--- src/rtl/avgiq_pkg.sv ---
// Shared types and constants for the avgIQ snapshot capture path.
package avgiq_pkg;

  typedef enum logic [1:0] {
    IDLE = 2'd0,
    RUN  = 2'd1,
    DONE = 2'd2
  } state_e;

  localparam int STATUS_BUSY_BIT = 31;
  localparam int STATUS_DONE_BIT = 30;
  localparam int SAMPLE_W        = 16;
  localparam int CH_W            = 9;

  function automatic logic [31:0] pack_iq(input logic [SAMPLE_W-1:0] i_avg,
                                          input logic [SAMPLE_W-1:0] q_avg);
    return {i_avg, q_avg};
  endfunction

endpackage

--- src/rtl/avgiq_capture_ctrl_if.sv ---
// Channelized I/Q stream in, avgIQ BRAM write port out.
interface avgiq_capture_ctrl_if #(parameter int ADDR_W = 9) ();
  import avgiq_pkg::*;

  logic                       s_valid;
  logic [CH_W-1:0]            s_ch;
  logic signed [SAMPLE_W-1:0] s_i;
  logic signed [SAMPLE_W-1:0] s_q;
  logic                       bram_we;
  logic [ADDR_W-1:0]          bram_addr;
  logic [31:0]                bram_din;

  modport master (output s_valid, s_ch, s_i, s_q, input bram_we, bram_addr, bram_din);
  modport slave  (input s_valid, s_ch, s_i, s_q, output bram_we, bram_addr, bram_din);

endinterface

--- src/rtl/avgiq_accum.sv ---
// One averaging lane: accumulates 2^LOG_NAVG samples and registers the average.
// AVGIQ_ROUND_EN selects round-half-up with positive clamp instead of floor.
module avgiq_accum
  import avgiq_pkg::*;
#(
  parameter int LOG_NAVG = 4
) (
  input  logic                       clk,
  input  logic                       rst_n,
  input  logic                       clr,
  input  logic                       accept,
  input  logic                       last,
  input  logic signed [SAMPLE_W-1:0] sample,
  output logic signed [SAMPLE_W-1:0] avg
);

  localparam int AW = SAMPLE_W + LOG_NAVG;

  logic signed [AW-1:0]       acc_r;
  logic signed [AW-1:0]       sum_s;
  logic signed [SAMPLE_W-1:0] res_s;
  logic signed [SAMPLE_W-1:0] avg_r;

`ifdef AVGIQ_ROUND_EN
  localparam int RW = AW + 1;
  localparam logic [RW-1:0]        HALF = {{(RW-1){1'b0}}, 1'b1} << (LOG_NAVG - 1);
  localparam logic signed [RW-1:0] OVF  = RW'(64'sd32768 << LOG_NAVG);
  logic signed [RW-1:0] rsum_s;

  // Full sum plus half an LSB, clamped when the shifted value exceeds +32767.
  always_comb begin
    sum_s  = acc_r + {{LOG_NAVG{sample[SAMPLE_W-1]}}, sample};
    rsum_s = {sum_s[AW-1], sum_s} + HALF;
    if (rsum_s >= OVF) begin
      res_s = 16'sh7FFF;
    end else begin
      res_s = rsum_s[LOG_NAVG +: SAMPLE_W];
    end
  end
`else
  // Floor average: the arithmetic shift is just a bit slice of the sum.
  always_comb begin
    sum_s = acc_r + {{LOG_NAVG{sample[SAMPLE_W-1]}}, sample};
    res_s = sum_s[LOG_NAVG +: SAMPLE_W];
  end
`endif

  // Accumulator reloads on the completing sample, which also latches the average.
  always_ff @(posedge clk or negedge rst_n) begin
    if (!rst_n) begin
      acc_r <= '0;
      avg_r <= '0;
    end else if (clr) begin
      acc_r <= '0;
    end else if (accept) begin
      if (last) begin
        acc_r <= '0;
        avg_r <= res_s;
      end else begin
        acc_r <= sum_s;
      end
    end
  end

  assign avg = avg_r;

endmodule

--- src/rtl/avgiq_capture_ctrl.sv ---
// avgIQ snapshot sequencer: one channel, 2^LOG_NAVG-sample averages, 2^ADDR_W BRAM points.
// Optional rounding in the averaging lanes is enabled with `define AVGIQ_ROUND_EN.
module avgiq_capture_ctrl
  import avgiq_pkg::*;
#(
  parameter int LOG_NAVG = 4,
  parameter int ADDR_W   = 9
) (
  input  logic                  user_clk,
  input  logic                  user_rst_n,
  input  logic                  start,
  input  logic                  clr,
  input  logic [CH_W-1:0]       sel_ch,
  avgiq_capture_ctrl_if.slave   bus,
  output logic [31:0]           status
);

  state_e                state_r;
  logic                  start_d_r;
  logic [CH_W-1:0]       ch_r;
  logic [LOG_NAVG-1:0]   smp_cnt_r;
  logic [ADDR_W-1:0]     pt_r;
  logic [ADDR_W-1:0]     addr_r;
  logic                  we_r;
  logic                  busy_r;
  logic                  done_r;

  logic                  start_edge_s;
  logic                  go_s;
  logic                  accept_s;
  logic                  last_s;
  logic                  acc_clr_s;
  logic [SAMPLE_W-1:0]   avg_i_s;
  logic [SAMPLE_W-1:0]   avg_q_s;
  logic [31:0]           status_s;

  // Start edge, sample qualification and lane clear; clr overrides everything.
  always_comb begin
    start_edge_s = start & ~start_d_r;
    go_s         = start_edge_s & ~clr & (state_r != RUN);
    accept_s     = (state_r == RUN) & bus.s_valid & (bus.s_ch == ch_r) & ~clr;
    last_s       = &smp_cnt_r;
    acc_clr_s    = clr | go_s;
  end

  // Capture FSM; the point counter wraps to 0 exactly as the last point is written.
  always_ff @(posedge user_clk or negedge user_rst_n) begin
    if (!user_rst_n) begin
      state_r   <= IDLE;
      start_d_r <= 1'b1;
      ch_r      <= '0;
      smp_cnt_r <= '0;
      pt_r      <= '0;
      addr_r    <= '0;
      we_r      <= 1'b0;
      busy_r    <= 1'b0;
      done_r    <= 1'b0;
    end else begin
      start_d_r <= start;
      we_r      <= 1'b0;
      if (clr) begin
        state_r   <= IDLE;
        smp_cnt_r <= '0;
        pt_r      <= '0;
        busy_r    <= 1'b0;
        done_r    <= 1'b0;
      end else begin
        case (state_r)
          IDLE, DONE: begin
            if (go_s) begin
              ch_r      <= sel_ch;
              smp_cnt_r <= '0;
              pt_r      <= '0;
              state_r   <= RUN;
              busy_r    <= 1'b1;
              done_r    <= 1'b0;
            end else begin
              state_r <= state_r;
            end
          end
          RUN: begin
            if (accept_s) begin
              if (last_s) begin
                smp_cnt_r <= '0;
                we_r      <= 1'b1;
                addr_r    <= pt_r;
                pt_r      <= pt_r + ADDR_W'(1);
                if (&pt_r) begin
                  state_r <= DONE;
                  busy_r  <= 1'b0;
                  done_r  <= 1'b1;
                end else begin
                  state_r <= RUN;
                end
              end else begin
                smp_cnt_r <= smp_cnt_r + LOG_NAVG'(1);
              end
            end else begin
              state_r <= RUN;
            end
          end
          default: begin
            state_r <= IDLE;
            busy_r  <= 1'b0;
            done_r  <= 1'b0;
          end
        endcase
      end
    end
  end

  avgiq_accum #(.LOG_NAVG(LOG_NAVG)) u_acc_i (
    .clk    (user_clk),
    .rst_n  (user_rst_n),
    .clr    (acc_clr_s),
    .accept (accept_s),
    .last   (last_s),
    .sample (bus.s_i),
    .avg    (avg_i_s)
  );

  avgiq_accum #(.LOG_NAVG(LOG_NAVG)) u_acc_q (
    .clk    (user_clk),
    .rst_n  (user_rst_n),
    .clr    (acc_clr_s),
    .accept (accept_s),
    .last   (last_s),
    .sample (bus.s_q),
    .avg    (avg_q_s)
  );

  // Status word assembled purely from registered state.
  always_comb begin
    status_s                  = 32'h0000_0000;
    status_s[STATUS_BUSY_BIT] = busy_r;
    status_s[STATUS_DONE_BIT] = done_r;
    status_s[ADDR_W-1:0]      = pt_r;
  end

  assign bus.bram_we   = we_r;
  assign bus.bram_addr = addr_r;
  assign bus.bram_din  = pack_iq(avg_i_s, avg_q_s);
  assign status        = status_s;

endmodule

--- src/flat_wrapper.sv ---
// flat-port wrapper written by rule: the top's interface ports become plain ports
module avgiq_capture_ctrl_flat import avgiq_pkg::*;
#(
  parameter int LOG_NAVG = 4,
  parameter int ADDR_W   = 9
)
  (user_clk, user_rst_n, start, clr, sel_ch, status, bus_s_valid, bus_s_ch, bus_s_i, bus_s_q, bus_bram_we, bus_bram_addr, bus_bram_din);
  avgiq_capture_ctrl_if #(.ADDR_W(ADDR_W)) bus_i ();
  input  logic user_clk;
  input  logic user_rst_n;
  input  logic start;
  input  logic clr;
  input  logic [CH_W-1:0] sel_ch;
  output logic [31:0] status;
  input wire logic [$bits(bus_i.s_valid)-1:0] bus_s_valid;
  input wire logic [$bits(bus_i.s_ch)-1:0] bus_s_ch;
  input wire logic [$bits(bus_i.s_i)-1:0] bus_s_i;
  input wire logic [$bits(bus_i.s_q)-1:0] bus_s_q;
  output wire logic [$bits(bus_i.bram_we)-1:0] bus_bram_we;
  output wire logic [$bits(bus_i.bram_addr)-1:0] bus_bram_addr;
  output wire logic [$bits(bus_i.bram_din)-1:0] bus_bram_din;
  assign bus_i.s_valid = bus_s_valid;
  assign bus_i.s_ch = bus_s_ch;
  assign bus_i.s_i = bus_s_i;
  assign bus_i.s_q = bus_s_q;
  assign bus_bram_we = bus_i.bram_we;
  assign bus_bram_addr = bus_i.bram_addr;
  assign bus_bram_din = bus_i.bram_din;
  avgiq_capture_ctrl #(.LOG_NAVG(LOG_NAVG), .ADDR_W(ADDR_W)) u_core (.user_clk(user_clk), .user_rst_n(user_rst_n), .start(start), .clr(clr), .sel_ch(sel_ch), .bus(bus_i), .status(status));
endmodule
--- config.mk ---
export PLATFORM = sky130hd
export DESIGN_NAME = avgiq_capture_ctrl_flat
export DESIGN_NICKNAME = d
export VERILOG_FILES = /design/src/rtl/avgiq_pkg.sv /design/src/rtl/avgiq_capture_ctrl_if.sv /design/src/rtl/avgiq_accum.sv /design/src/rtl/avgiq_capture_ctrl.sv /design/src/flat_wrapper.sv
export SDC_FILE = /design/constraint.sdc
export NUM_CORES = 1
export LEC_CHECK = 0
export CAP_MARGIN = 20
export CORE_UTILIZATION = 38
export DETAILED_ROUTE_END_ITERATION = 12
export GPL_ROUTABILITY_DRIVEN = 0
export SYNTH_ARGS = -nofsm -noshare
export SYNTH_HDL_FRONTEND = slang
export SYNTH_SLANG_ARGS = --single-unit
--- constraint.sdc ---
create_clock -name user_clk -period 3.6 [get_ports user_clk]
set_clock_uncertainty 0.05 [all_clocks]
set_input_delay 0.54 -clock user_clk [delete_from_list [all_inputs] [get_ports user_clk]]
set_output_delay 0.54 -clock user_clk [all_outputs]
set_load 0.005 [all_outputs]
* Yosys cells after proc, flatten, opt, wreduce, memory -nomap -nowiden
Cells that the tools add are included.
** Operators by class
- Add/subtract/negate cells :: 4
- Multiply operators :: 0
- Divide/modulo/power cells :: 0
- $lt $le $gt $ge :: 0
- Eq/ne operators :: 9
- Shifts and indexed selects :: 0
- Mux-type cells :: 38
- Bitwise logic cells :: 10
- Reduce and logical (&&, ||, !) cells :: 13
** Operators with widths (number)
- two-way mux 20 bit :: 6
- adder 20 bit :: 2
- two-way mux 9 bit :: 4
- one-hot mux 9 bit (2 select lines) :: 1
- two-way mux 4 bit :: 4
- two-way mux 1 bit :: 14
- AND reduction 4 bit :: 3
- two-way mux 2 bit :: 5
- adder 9 x 1 -> 9 bit, second input constant :: 1
- == test 9 bit :: 1
- inequality test 3 x 2 -> 1 bit, second input constant :: 3
- AND reduction 9 bit :: 1
- one-hot mux 4 bit (2 select lines) :: 1
- AND reduction 7 bit :: 1
- AND 1 bit :: 6
- AND reduction 3 bit :: 2
- AND reduction 6 bit :: 1
- adder 4 x 1 -> 4 bit, second input constant :: 1
- inequality test 4 bit, second input constant :: 1
- one-hot mux 1 bit (2 select lines) :: 2
- one-hot mux 2 bit (2 select lines) :: 1
- inequality test 3 bit, second input constant :: 1
- inverter 1 bit :: 3
- nonzero test 3 bit :: 1
- 8 further kinds :: 8
** Storage, ports and cells
- Register bits after elaboration :: 109
- Latch bits :: 0
- Bits in writable memories :: 0
- Bits in read-only memories :: 0
- Output and inout port bits :: 74
- Word-level logic and storage cells :: 87
- Memories :: 0

* Depth between registers and ports, before layout
- Depth in word-level cells :: 7
- Depth in mapped cells :: 11
- Gate-level depth less buffers :: 11

* By module
A second synthesis with hierarchy kept.
** Second synthesis, totals
- Cells, all modules :: 788
- Area, all modules :: 7287.0 um^2
** Modules (own cells, without submodules)
- avgiq_accum :: instances 2, cells an instance 287, area each 2543.7 um^2, sequential area each 900.9 um^2
- avgiq_capture_ctrl :: instances 1, cells an instance 214, area each 2199.6 um^2, sequential area each 927.1 um^2

* Least setup slack after synthesis
OpenSTA, ideal clock, no wires.
- Path type :: input -> register
- Start point :: input bus_s_q[10]
- End point :: register u_core.u_acc_q.avg_r[15], in the netlist u_core.u_acc_q.avg[15]
- Setup time :: 0.125 ns
- Arrival time :: 2.545 ns
- Required time :: 3.425 ns
- Setup slack :: 0.881 ns
- Stages :: 9
- Path buffers :: 0
- Path through :: ha_1 a211oi_1 o21bai_1 a21o_1 a221o_1 a31oi_4 xor2_2 xnor2_1 mux2_2
** Between the ends
- Word-level cells in the longest chain between the ends :: 1
** Ends and longest elaborated chain
- start: declaration :: line flat_wrapper.sv:18 : input wire logic [$bits(bus_i.s_q)-1:0] bus_s_q;
- adder 20 bit :: line avgiq_accum.sv:43 : sum_s = acc_r + {{LOG_NAVG{sample[SAMPLE_W-1]}}, sample};
- end signal: assignment :: line avgiq_accum.sv:58 : avg_r <= res_s;
- end: declaration :: line avgiq_accum.sv:22 : logic signed [SAMPLE_W-1:0] avg_r;
No other way between the ends.
A chain may end at the register's enable or synchronous reset.

* Worst setup path after layout
- Start point :: input bus_s_i[1]
- End point :: register u_core.u_acc_i.avg_r[11], in the netlist u_core.u_acc_i.avg[11]
** Between the ends
- Word-level cells in the longest chain between the ends :: 1
** Ends and longest elaborated chain
- start: declaration :: line flat_wrapper.sv:17 : input wire logic [$bits(bus_i.s_i)-1:0] bus_s_i;
- adder 20 bit :: line avgiq_accum.sv:43
- end signal: assignment :: line avgiq_accum.sv:58
- end: declaration :: line avgiq_accum.sv:22
No other way between the ends.

==> run summary <==
Synth Instances -> 651
crit-path most repeated cell -> nor2_1
PD cells -> 352 nW/um^2
final hold vios -> 0
Clock Path Buffers -> 2
syn_area_per_cell -> 9.53 um^2
slowest stage cell, crit path -> a2111oi_0
first-pass GRT wire length -> 23.8 mm
total clock buffers created by CTS -> 9
CP Class -> input port to flop
final-layout fill cell count -> 1501
core area -> 15900 um^2
drt total wl -> 14.4 mm
Routed WL per cell -> 14.8 um
fmax -> 0.327 GHz
leading post-synthesis cells by cell area -> dfrtp_1, ha_1, o21ai_0
setup TNS -> 0 ns
Psw -> 0.655 mW
Leak -> 3.52 nW
Ys Warns -> 0
post-synthesis register bit count -> 109
Die H -> 130 um
area of the multi-input gates -> 3250 um^2
Worst Path Buf+Inv -> 1
Yosys cell types -> 54
nets -> 853
# port buffers -> 107
CP Max Fanout -> 6
hold path start -> u_core.u_acc_i.avg[7]
RSZ-0062 raised after global routing -> false
share of cells above drive strength 1 -> 6.97%
VDD IR max -> 0.000251 V
CTS root buf -> clkbuf_16
synthesized cell area -> 6210 um^2
Setup Buffers After CTS -> 0
Worst R2R Start -> u_core.u_acc_i.acc_r[1]
Final Cell Area -> 7820 um^2
main flop type after synthesis -> dfrtp_1
DP Area -> 7440 um^2
Required @ worst endpoint -> 3.77 ns
crit path launch type -> input port
sequential share of power -> 46.8%
Cell Chain, Critical Path -> clkdlybuf4s50_1 -> ha_1 -> a211oi_1 -> nor2_1 -> o31a_1 -> a41o_1 -> a2111oi_0 -> nor3_1 -> nor2_1 -> o21ai_0
crit end category -> flop
CTS tree -> yes
antenna violations before repair -> 1
worst-margin pin slew -> 0.609 ns
TritonRoute pass-1 iters -> 6
CP delay by family, top -> compound AO/OA/AOI/OAI gates
Max-slew headroom -> 58.3%
MaxCap Viol Count -> 0
initial core utilization -> 38.9%
register area -> 2730 um^2
DR vias -> 4879
crit path DAT -> 3.22 ns
Tot Pwr -> 2.76 mW
register area share after synthesis -> 44.0%
vias per std cell -> 4.99
DP HPWL -> 10.5 mm
Final period util -> 84.9%
H-Tree Depth -> 3
Residual DRC -> 0
final-report setup violation count -> 0
CP max stage delay -> 0.63 ns
final slew viol count -> 0
number of synthesized flops with an enable pin -> 0
Int Pwr -> 2.10 mW
antenna viol nets, final -> 0
pin count of the biggest net entering global routing -> 83
status -> completed
full die area -> 16800 um^2
Clock power frac -> 41.1%
min-delay worst type -> flop to flop
Iter 0 DRT Violations -> 184
All-Layer GR Usage -> 18.1%
power share of the combinational group -> 12.1%
Top-Level Pins -> 129
switching part of the total -> 23.8%
die width -> 130 um
list of most frequent post-synthesis cells -> dfrtp_1, nand2_1, o21ai_0
vias in the first global route -> 4952
row count -> 46
post-layout min period -> 3.06 ns
Post-synth ARST share -> 100%
post-synth top area share -> 43.5%
Reg clk slew, reported paths -> 0.07 ns
count leader, synth -> dfrtp_1
area leader, netlist -> dfrtp_1
grt ovf -> 0
Area Growth Syn to Fin -> 26.0%
Num Clock Sinks -> 109
Critical Path Source -> bus_s_i[1]
Clock Latency Late Sink -> 0.35 ns
-- layout make-up --
type	count	area share, %
clock buffer	9	2.88
tap	216	3.46
timing repair buffer	119	15.1
inverter	13	0.624
multi-input combinational	503	41.6
sequential	109	34.9
antenna	1	0.0320
clock inverter	7	1.46
-- power groups by stage --
stage / Clock [mW] / Combinational, mW / Sequential, mW
after floorplan: 0 / 0.204 / 1.31
after global placement: 0 / 0.326 / 1.31
after detailed placement: 0 / 0.332 / 1.31
after CTS: 1.18 / 0.334 / 1.29
after global routing: 1.22 / 0.373 / 1.29
final: 1.13 / 0.334 / 1.29
-- worst min-delay path, stage by stage (launching register included) --
cell,delay [ns]
dfrtp_1,0.34
nand2_1,0.04
o21ai_0,0.06
-- worst paths after layout --
check                                          end  slack [ns]  depth (start not counted)
max                         u_core.u_acc_i.avg[11]        0.54                         10
min                          u_core.u_acc_i.avg[7]        0.43                          2
max reg2reg                 u_core.u_acc_i.avg[11]        0.82                          9
min reg2reg                  u_core.u_acc_i.avg[7]        0.43                          2
max in group asynchronous           u_core.pt_r[7]        2.10                          4
min in group asynchronous  u_core.u_acc_q.acc_r[2]        0.53                          2
-- cells by family (layout without fill, tap and decap cells) --
family,Yosys count,after routing,share of synthesized area [%]
other,1,22,0.0604
DFF,109,109,44.0
AOI/OAI and AO/OA,187,187,18.2
muxes,19,19,3.41
adders and majority gates,43,43,8.91
buffers and inverters,59,148,4.96
and+or+nand+nor,186,186,13.7
xor gates and xnor gates,47,47,6.75
-- what timing repair did --
item | 4_1_cts | 5_1_grt
hold buffers | 0 | 1
setup endpoints to repair | 0 | 0
endpoints found under the hold margin | 0 | 12
resized for setup | 0 | 0
-- cell usage in the layout, fill, tap and decap left out, types with 19 or more instances in the layout --
cell	count
xor2_1	19
ha_1	41
nand2_1	95
clkdlybuf4s50_1	106
xnor2_1	27
dfrtp_1	108
nor2_1	25
a21oi_1	30
o21ai_0	95
conb_1	21
-- metrics by stage --
| stage | hold WS [ns] | utilization [%] | setup slack, ns | instances |
|---|---|---|---|---|
| finish | 0.427 | 49.1 | 0.545 | 977 |
| CTS | 0.376 | 48.8 | 0.583 | 974 |
| global route | 0.453 | 49.0 | 0.346 | 976 |
| floorplan | 0.194 | - | 0.881 | 671 |
| global placement | 0.412 | 46.7 | 0.262 | 958 |
| detailed placement | 0.421 | 46.7 | 0.224 | 958 |
-- per-layer routing --
| layer | wire (um) | vias to the layer above | global-route usage (%) |
|---|---|---|---|
| met1 | 6680 | 2287 | 22.6 |
| met4 | 176 | 0 | 5.88 |
| met5 | 0 | - | 0 |
| met2 | 6860 | 115 | 30.5 |
| met3 | 712 | 10 | 4.76 |
| li1 | - | 2467 | - |
-- sequential cells by signal, summed over array words and instances, names as in the netlist --
name	flops
u_core.u_acc_i.acc_r	20
u_core.state_r	2
u_core.u_acc_q.avg	16
u_core.pt_r	9
u_core.smp_cnt_r	4
u_core.u_acc_i.avg	16
u_core.ch_r	9
u_core.done_r	1
u_core.start_d_r	1
u_core.u_acc_q.acc_r	20
u_core.bus.bram_we	1
u_core.busy_r	1
u_core.bus.bram_addr	9
No activity file was read; power rests on OpenSTA's default activity.
